$ cat config.mk
export PLATFORM = sky130hd
export DESIGN_NAME = ifetch_pq
export DESIGN_NICKNAME = d
export VERILOG_FILES = /design/src/rtl/ifetch_pq.sv
export SDC_FILE = /design/constraint.sdc
export NUM_CORES = 1
export LEC_CHECK = 0
export ABC_AREA = 0
export CORE_MARGIN = 2
export CORE_UTILIZATION = 56
export CTS_BUF_LIST = sky130_fd_sc_hd__clkbuf_8 sky130_fd_sc_hd__clkbuf_16
export CTS_CLUSTER_SIZE = 28
export DETAILED_ROUTE_END_ITERATION = 6
export PLACE_DENSITY = 0.83
export SLEW_MARGIN = 20
export SYNTH_ARGS = -nofsm -noshare
export SYNTH_HDL_FRONTEND = slang
export SYNTH_SLANG_ARGS = --single-unit
$ cat constraint.sdc
create_clock -name clk_i -period 5.1 [get_ports clk_i]
set_input_delay 1.275 -clock clk_i [delete_from_list [all_inputs] [get_ports clk_i]]
set_output_delay 1.275 -clock clk_i [all_outputs]
set_load 0.02 [all_outputs]
$ cat src/rtl/ifetch_pq.sv
// ifetch_pq: prefetching instruction fetch queue assembling short/long instructions into a 64-bit IR
module ifetch_pq #(
  parameter int DEPTH = 4,
  parameter logic [31:0] RESET_PC = 32'h0000_0000,
  parameter int LONG_BIT = 0
) (
  input  logic        clk_i,
  input  logic        rst_i,
  input  logic        stall_i,
  input  logic        pc_set,
  input  logic [31:0] pc_in,
  output logic [63:0] ir,
  output logic [31:0] pc,
  output logic        bus_cyc,
  output logic [31:0] bus_adr,
  input  logic        bus_ack,
  input  logic [31:0] bus_in
);
  localparam int AW = $clog2(DEPTH);
  logic [31:0] q_word [DEPTH];
  logic [31:0] q_adr [DEPTH];
  logic [AW-1:0] wp, rp, rp1;
  logic [AW:0] count, count_next;
  logic drop;
  logic [31:0] tgt, target, w0, w1, a0;
  logic issue, pop1, pop2, push;
  always_comb begin
    rp1 = rp + 1'b1;
    w0 = q_word[rp];
    w1 = q_word[rp1];
    a0 = q_adr[rp];
    target = pc_in & ~32'h3;
    issue = !stall_i && !pc_set;
    pop1 = issue && count != '0 && !w0[LONG_BIT];
    pop2 = issue && count > (AW+1)'(1) && w0[LONG_BIT];
    push = bus_cyc && bus_ack && !drop && !pc_set;
    count_next = count + (AW+1)'(push) - (AW+1)'(pop1) - (AW+1)'({pop2, 1'b0});
  end
  always_ff @(posedge clk_i)
    if (push) begin
      q_word[wp] <= bus_in;
      q_adr[wp] <= bus_adr;
    end
  always_ff @(posedge clk_i) begin
    if (rst_i) begin
      ir <= '0;
      pc <= RESET_PC;
      bus_cyc <= 1'b0;
      bus_adr <= RESET_PC;
      wp <= '0;
      rp <= '0;
      count <= '0;
      drop <= 1'b0;
      tgt <= RESET_PC;
    end else if (pc_set) begin
      wp <= '0;
      rp <= '0;
      count <= '0;
      ir <= '0;
      pc <= target;
      if (bus_cyc && !bus_ack) begin
        drop <= 1'b1;
        tgt <= target;
      end else begin
        drop <= 1'b0;
        bus_cyc <= 1'b0;
        bus_adr <= target;
      end
    end else begin
      if (push)
        wp <= wp + 1'b1;
      if (bus_cyc && bus_ack) begin
        bus_adr <= drop ? tgt : bus_adr + 32'd4;
        drop <= 1'b0;
      end
      bus_cyc <= count_next < (AW+1)'(DEPTH);
      count <= count_next;
      rp <= rp + AW'({pop2, pop1});
      if (issue) begin
        ir <= pop2 ? {w1, w0} : pop1 ? {32'h0, w0} : 64'h0;
        pc <= pop2 ? a0 + 32'd8 : pop1 ? a0 + 32'd4 : pc;
      end
    end
  end
endmodule

==> impl_metrics.yaml, run 1 <==
setup_path:
  critical_path_depth_in_cells: 11
  setup.worst_path.end_class: "register"
  critical_path_peak_fanout: 70
  timing.critical_path.arrival_ps: 4120
  critical_path.top_delay_family: "flip-flops"
  timing.critical_path.slowest_cell_delay_ps: 990
  slowest_cell_on_crit_path: "sky130_fd_sc_hd__dfxtp_4"
  setup.worst_path.start_class: "register"
  timing.reg2reg.worst_path_depth: 11
  critical_path.reg2reg.startpoint: "rp[1]"
  crit_required_ps: 5480
  critical_path_class: "reg -> reg"
  critical_path_buf_inv_count: 1
  critical-path-top-cell-by-count: "sky130_fd_sc_hd__ha_1"
  crit_path_cell_trace: "mux4_2 > or3_1 > inv_1 > ha_1 > xor2_1 > ha_1 > ha_1 > xnor2_1 > xnor2_1 > a21oi_1 > nor2_1"
  timing.critical_path.from: "rp[1]"
drt:
  avgRoutedWirePerCell_um: 23.7
  first_pass_iters: 5
  drc: 0
  route.final.wire_length_um: 44800
  detail-route-antenna-nets: 0
  via_density: 6.50
  via_count: 12300
  dr.first_iter.drc_count: 1371
synthesis:
  dominantRegCellSynth: "sky130_fd_sc_hd__edfxtp_1"
  yosysSeqAreaShare_pct: 61.3
  synth_top_cells_by_area: "sky130_fd_sc_hd__edfxtp_1, sky130_fd_sc_hd__dfxtp_1, sky130_fd_sc_hd__mux4_2"
  synth.yosys.warnings: 0
  synth.lib_cells_used.distinct: 78
  post_synth_instance_area_mm2: 0.0175
  synth.avg_cell_area_um2: 13.5
  async_reset_ff_share_pct: 0
  synth_top_area_share_pct: 42.6
  synth.largest_area_cell: "sky130_fd_sc_hd__edfxtp_1"
  cell_count_after_synthesis: 1295
  synth.ff_latch_count: 411
  synth-edff-count: 248
hold_path:
  hold_path_class: "reg -> reg"
  number_of_cells_on_the_worst_hold_path: 2
  hold_path_startpoint: "tgt[6]"
global_route:
  initial_antenna_violation_count: 1
  vias_in_the_first_global_route: 12200
  grt_first_pass_wirelength_um: 69200
  grtUsageTotal_pct: 27.2
  gr-total-overflow: 0
  grt_max_degree: 89
timing:
  peak_clock_frequency_supported_by_timing_mhz: 267
  worst_clock_skew_ps: 19.3
  timing.max_slew.rel_slack_pct: 23.5
  timing.final.hold_violations: 0
  worst_pin_slew_ps: 1150
  grt_setup_unrepaired: "false"
  timing.final.setup_violations: 0
  timing_max_transition_violations_final: 0
  timing.final.crit_share_pct: 73.4
  timing.hold.ws_ps: 457
  post-route-min-period_ps: 3740
  final.setup.tns_ps: 0
power:
  power_frac_comb_pct: 6.0
  max-vdd-ir-drop_uv: 221
  cellInternalPower_mw: 5.44
  share_of_total_power_in_sequential_cells_pct: 52.0
  sw_frac_of_total_pct: 22.3
  power.share.clock_pct: 42.0
  cellPowerDensity_mw_per_mm2: 334
  leakagePower_nw: 6.76
  fin_total_pwr_mw: 7.00
  switching_power_mw: 1.56
clock_tree:
  postCtsSetupRepairBufs: 0
  clockRootBuffer: "sky130_fd_sc_hd__clkbuf_16"
  post_cts.resized_instances: 0
  cts_tree: "done"
  cts.reportedPaths.clkPinSlew_ps: 60
  cts_htree_levels: 2
  cts_made_buffers: 41
  postCtsHoldBufs: 0
  cts_num_sinks: 411
  clk-insertion-delay-late_ps: 540
  cts-root-to-sink-buffers: 3
layout:
  fillerInstances: 2067
  final_layout_size_suffix_gt1_share_pct: 13.4
  final_nets: 1545
  mostFrequentLayoutCell: "sky130_fd_sc_hd__edfxtp_1"
  syn2layout_area_growth_pct: 20.2
  most_used_cells_in_the_layout_excluding_fill_and_tap_cells: "sky130_fd_sc_hd__edfxtp_1, sky130_fd_sc_hd__clkdlybuf4s50_1, sky130_fd_sc_hd__dfxtp_1"
die:
  placeableCoreArea_mm2: 0.0307
  std_cell_rows: 64
  starting_density_of_the_core_pct: 57.0
  floorplan.die.height_um: 181
  dieArea_mm2: 0.0326
  boundaryPins: 198
  die_width_um: 181
placement:
  gp_congestion: 0.867
  dp.final_hpwl_um: 27400
  placement.io_buffers: 191
run_status:
  status: "completed"
flow_run:
  maxCapViolations: 0
## power groups by stage
stage	Clock (mW)	Combinational (mW)	Sequential, mW
after global placement	0	0.401	3.70
after global routing	3.09	0.447	3.64
final	2.94	0.423	3.64
after CTS	2.97	0.417	3.64
after floorplan	0	0.179	3.73
after detailed placement	0	0.413	3.71
## path summary, 6_finish.rpt
kind,end,slack [ps]
hold / removal,tgt[6],460
setup reg to reg,bus_cyc,1360
setup / recovery,bus_cyc,1360
hold reg to reg,tgt[6],460
## routing by layer
metal | part of all wire (%) | GRT usage, %
met1 | 38 | 35.9
met3 | 8.2 | 4.95
met4 | 3.9 | 12.1
met2 | 49 | 44.4
met5 | 0 | 0
## state kept, by name, indices dropped and copies added (netlist names)
name	cells
ir	64
tgt	30
drop	1
q_adr	120
pc	30
q_word	128
bus_adr	30
wp	2
rp	2
count	3
bus_cyc	1
## area by class of cell
type / count / area (um^2) / area share (%)
clock buffer: 47 / 1130 / 5.39
inverter: 14 / 52.6 / 0.250
multi-input combinational: 779 / 6260 / 29.8
sequential: 411 / 10700 / 51.0
timing repair buffer: 217 / 2130 / 10.2
antenna: 1 / 2.50 / 0.0119
tap: 396 / 495 / 2.36
clock inverter: 29 / 198 / 0.942
## cells by family (layout without fill, tap and decap cells)
family / after synthesis / after routing / synth area share (%)
buf+inv: 108 / 307 / 3.02
simple gates: 333 / 333 / 8.91
xor+xnor: 39 / 39 / 1.96
compound gates: 289 / 289 / 11.1
flops: 411 / 411 / 61.3
fa+ha+maj: 12 / 12 / 0.859
mux: 102 / 102 / 12.8
other cells: 1 / 5 / 0.0215
## metrics by stage
| step | utilization [%] | instance area [um^2] | worst slack, ps | instances |
|---|---|---|---|---|
| after floorplan | - | 17500 | 1200 | 1298 |
| final | 68.5 | 21000 | 1360 | 1894 |
| after detailed placement | 64.1 | 19700 | 903 | 1817 |
| after global placement | 64.1 | 19700 | 975 | 1817 |
| after CTS | 68.4 | 21000 | 1350 | 1893 |
| after global routing | 68.5 | 21000 | 1110 | 1894 |
## synth_stat cells, types with 8 or more instances
| cell | count |
|---|---|
| sky130_fd_sc_hd__edfxtp_1 | 248 |
| sky130_fd_sc_hd__dfxtp_1 | 163 |
| sky130_fd_sc_hd__nor2_1 | 114 |
| sky130_fd_sc_hd__nand2_1 | 111 |
| sky130_fd_sc_hd__a22oi_1 | 83 |
| sky130_fd_sc_hd__mux4_2 | 80 |
| sky130_fd_sc_hd__a21oi_1 | 65 |
| sky130_fd_sc_hd__clkbuf_1 | 63 |
| sky130_fd_sc_hd__o21ai_0 | 46 |
| sky130_fd_sc_hd__xnor2_1 | 25 |
| sky130_fd_sc_hd__nand3_1 | 21 |
| sky130_fd_sc_hd__nor3_1 | 18 |
| sky130_fd_sc_hd__o22ai_1 | 17 |
| sky130_fd_sc_hd__xor2_1 | 14 |
| sky130_fd_sc_hd__inv_1 | 13 |
| sky130_fd_sc_hd__mux4_1 | 13 |
| sky130_fd_sc_hd__and3_1 | 12 |
| sky130_fd_sc_hd__ha_1 | 12 |
| sky130_fd_sc_hd__and2_1 | 11 |
| sky130_fd_sc_hd__buf_2 | 11 |
| sky130_fd_sc_hd__a211oi_1 | 10 |
| sky130_fd_sc_hd__nand4_1 | 8 |
| sky130_fd_sc_hd__o211ai_1 | 8 |
| sky130_fd_sc_hd__o21a_1 | 8 |
## worst reg2reg max path: stages, from the launching register on
cell,delay [ps]
sky130_fd_sc_hd__dfxtp_4,990
sky130_fd_sc_hd__mux4_2,700
sky130_fd_sc_hd__or3_1,460
sky130_fd_sc_hd__inv_1,160
sky130_fd_sc_hd__ha_1,200
sky130_fd_sc_hd__xor2_1,150
sky130_fd_sc_hd__ha_1,250
sky130_fd_sc_hd__ha_1,210
sky130_fd_sc_hd__xnor2_1,130
sky130_fd_sc_hd__xnor2_1,140
sky130_fd_sc_hd__a21oi_1,150
sky130_fd_sc_hd__nor2_1,50
(Power assumes the default switching activity.)
==> inputs of run 2 (changes only) <==
==> constraint.sdc (replaced) <==
create_clock -name clk_i -period 3.8 [get_ports clk_i]
set_input_delay 0.95 -clock clk_i [delete_from_list [all_inputs] [get_ports clk_i]]
set_output_delay 0.95 -clock clk_i [all_outputs]
set_load 0.02 [all_outputs]
==> run 2 against run 1 <==
- the run now ends with design-rule violations left
- combinational power up 36%
- sequential power grew 34%
- total power up 34%
- sequential cell count unchanged
- maximum frequency increased by 13%
- critical path depth grew 1
- largest power group unchanged
- highest routed layer unchanged
==> impl_metrics.yaml, run 2 (same netlist as run 1, synthesis figures left out) <==
setup_path:
  critical_path_class: "reg -> reg"
  setup.worst_path.end_class: "register"
  critical_path.reg2reg.startpoint: "rp[0]"
  timing.critical_path.arrival_ps: 3690
  critical_path_peak_fanout: 27
  timing.critical_path.from: "rp[0]"
  r2r_setup_slk_ps: 500
  setup.worst_path.start_class: "register"
  crit_required_ps: 4190
timing:
  worst_pin_slew_ps: 1100
  timing.final.setup_violations: 0
  timing.final.crit_share_pct: 86.8
  peak_clock_frequency_supported_by_timing_mhz: 303
  final.setup.tns_ps: 0
  worst_clock_skew_ps: 29.5
  timing.max_slew.rel_slack_pct: 26.3
  grt_setup_unrepaired: "false"
  timing_max_transition_violations_final: 0
  post-route-min-period_ps: 3300
  fin_ws_ps: 502
  timing.final.hold_violations: 0
layout:
  final_layout_size_suffix_gt1_share_pct: 13.4
  mostFrequentLayoutCell: "sky130_fd_sc_hd__edfxtp_1"
  fin_cells: 1907
  syn2layout_area_growth_pct: 20.8
  largest_register_ffs: 128
  layout.area.seq_mm2: 0.0107
  antenna_cells: 0
  multiInputGateArea_mm2: 0.00626
  final_util_pct: 68.8
  reg.largest.list: "q_word: 128 flops, q_adr: 120 flops, ir: 64 flops"
  most_used_cells_in_the_layout_excluding_fill_and_tap_cells: "sky130_fd_sc_hd__edfxtp_1, sky130_fd_sc_hd__clkdlybuf4s50_1, sky130_fd_sc_hd__dfxtp_1"
  top_register: "q_word"
  postLayoutCellArea_mm2: 0.0211
  fillerInstances: 2012
  final_nets: 1560
placement:
  placement.io_buffers: 191
  gp_congestion: 0.898
  dpl_worst_slack_ps: 31.0
  dpl_cell_area_mm2: 0.0198
  dp.cells: 1832
  dp.final_hpwl_um: 27400
global_route:
  grtUsageTotal_pct: 26.9
  vias_in_the_first_global_route: 12300
  initial_antenna_violation_count: 0
  gr-total-overflow: 0
  grt_max_degree: 89
  grt_first_pass_wirelength_um: 68500
clock_tree:
  post_cts.resized_instances: 0
  cts_htree_levels: 2
  postCtsHoldBufs: 0
  cts-root-to-sink-buffers: 3
  clockRootBuffer: "sky130_fd_sc_hd__clkbuf_16"
  postCtsSetupRepairBufs: 0
  cts.reportedPaths.clkPinSlew_ps: 60
  cts_num_sinks: 411
  cts_made_buffers: 41
  cts_tree: "done"
  clk-insertion-delay-late_ps: 550
flow_run:
  maxCapViolations: 0
die:
  placeableCoreArea_mm2: 0.0307
  boundaryPins: 198
  std_cell_rows: 64
  dieArea_mm2: 0.0326
  die_width_um: 181
  starting_density_of_the_core_pct: 57.0
  floorplan.die.height_um: 181
drt:
  via_density: 6.51
  first_pass_iters: 7
  drc: 1
  detail-route-antenna-nets: 0
  avgRoutedWirePerCell_um: 23.4
  via_count: 12400
  route.final.wire_length_um: 44500
  dr.first_iter.drc_count: 1376
power:
  leakagePower_nw: 6.87
  max-vdd-ir-drop_uv: 309
  cellPowerDensity_mw_per_mm2: 444
run_status:
  failed_checks: "design-rule violations"
  status: "finished, violations left"
hold_path:
  hold_path_startpoint: "tgt[15]"
  hold_path_class: "reg -> reg"
-- run 2: cell count changes in the layout (fill, tap and decap cells not counted), sizes merged --
cell | before | now
clkinv | 21 | 10
bufinv | 2 | 3
buf | 28 | 43
inv | 18 | 32
clkbuf | 47 | 44
clkinvlp | 2 | 0
diode | 1 | 0
-- run 2: metrics by stage --
| stage | hold slack, ps | power (mW) |
|---|---|---|
| global placement | 442 | 5.52 |
| detailed placement | 448 | 5.54 |
| global route | 478 | 9.64 |
| floorplan | 436 | 5.24 |
| CTS | 456 | 9.40 |
| finish | 456 | 9.37 |
-- run 2: final timing paths --
check        endpoint  depth (start not counted)
max           bus_cyc                         12
min           tgt[15]                          2
max reg2reg   bus_cyc                         12
min reg2reg   tgt[15]                          2
-- run 2: critical path: stages, from the launching register on --
cell                      delay (ps)
sky130_fd_sc_hd__dfxtp_4         390
sky130_fd_sc_hd__buf_4           440
sky130_fd_sc_hd__mux4_2          480
sky130_fd_sc_hd__or3_1           470
sky130_fd_sc_hd__inv_1           100
sky130_fd_sc_hd__ha_1            180
sky130_fd_sc_hd__xor2_1          150
sky130_fd_sc_hd__ha_1            250
sky130_fd_sc_hd__ha_1            200
sky130_fd_sc_hd__xnor2_1         130
sky130_fd_sc_hd__xnor2_1         140
sky130_fd_sc_hd__a21oi_1         160
sky130_fd_sc_hd__nor2_1           50
-- run 2: cell type report --
class	count	share of cell area, %
Tap cell	396	2.35
Sequential cell	411	50.8
Clock buffer	44	5.11
Inverter	14	0.249
Multi-Input combinational cell	779	29.7
Clock inverter	31	1.10
Timing Repair Buffer	232	10.7
-- run 2: routing by layer --
metal	vias to the layer above	wire (um)	GRT usage, %
met5	-	0	0
met4	0	1680	11.4
met3	129	3670	4.32
met2	736	21900	44.5
met1	6156	17300	35.6
li1	5389	-	-
-- run 2: power breakdown --
group / total [mW] / internal (mW) / switching (mW)
logic: 0.574 / 0.242 / 0.332
clock network: 3.91 / 2.25 / 1.65
registers: 4.89 / 4.79 / 0.0935
total: 9.37 / 7.29 / 2.08
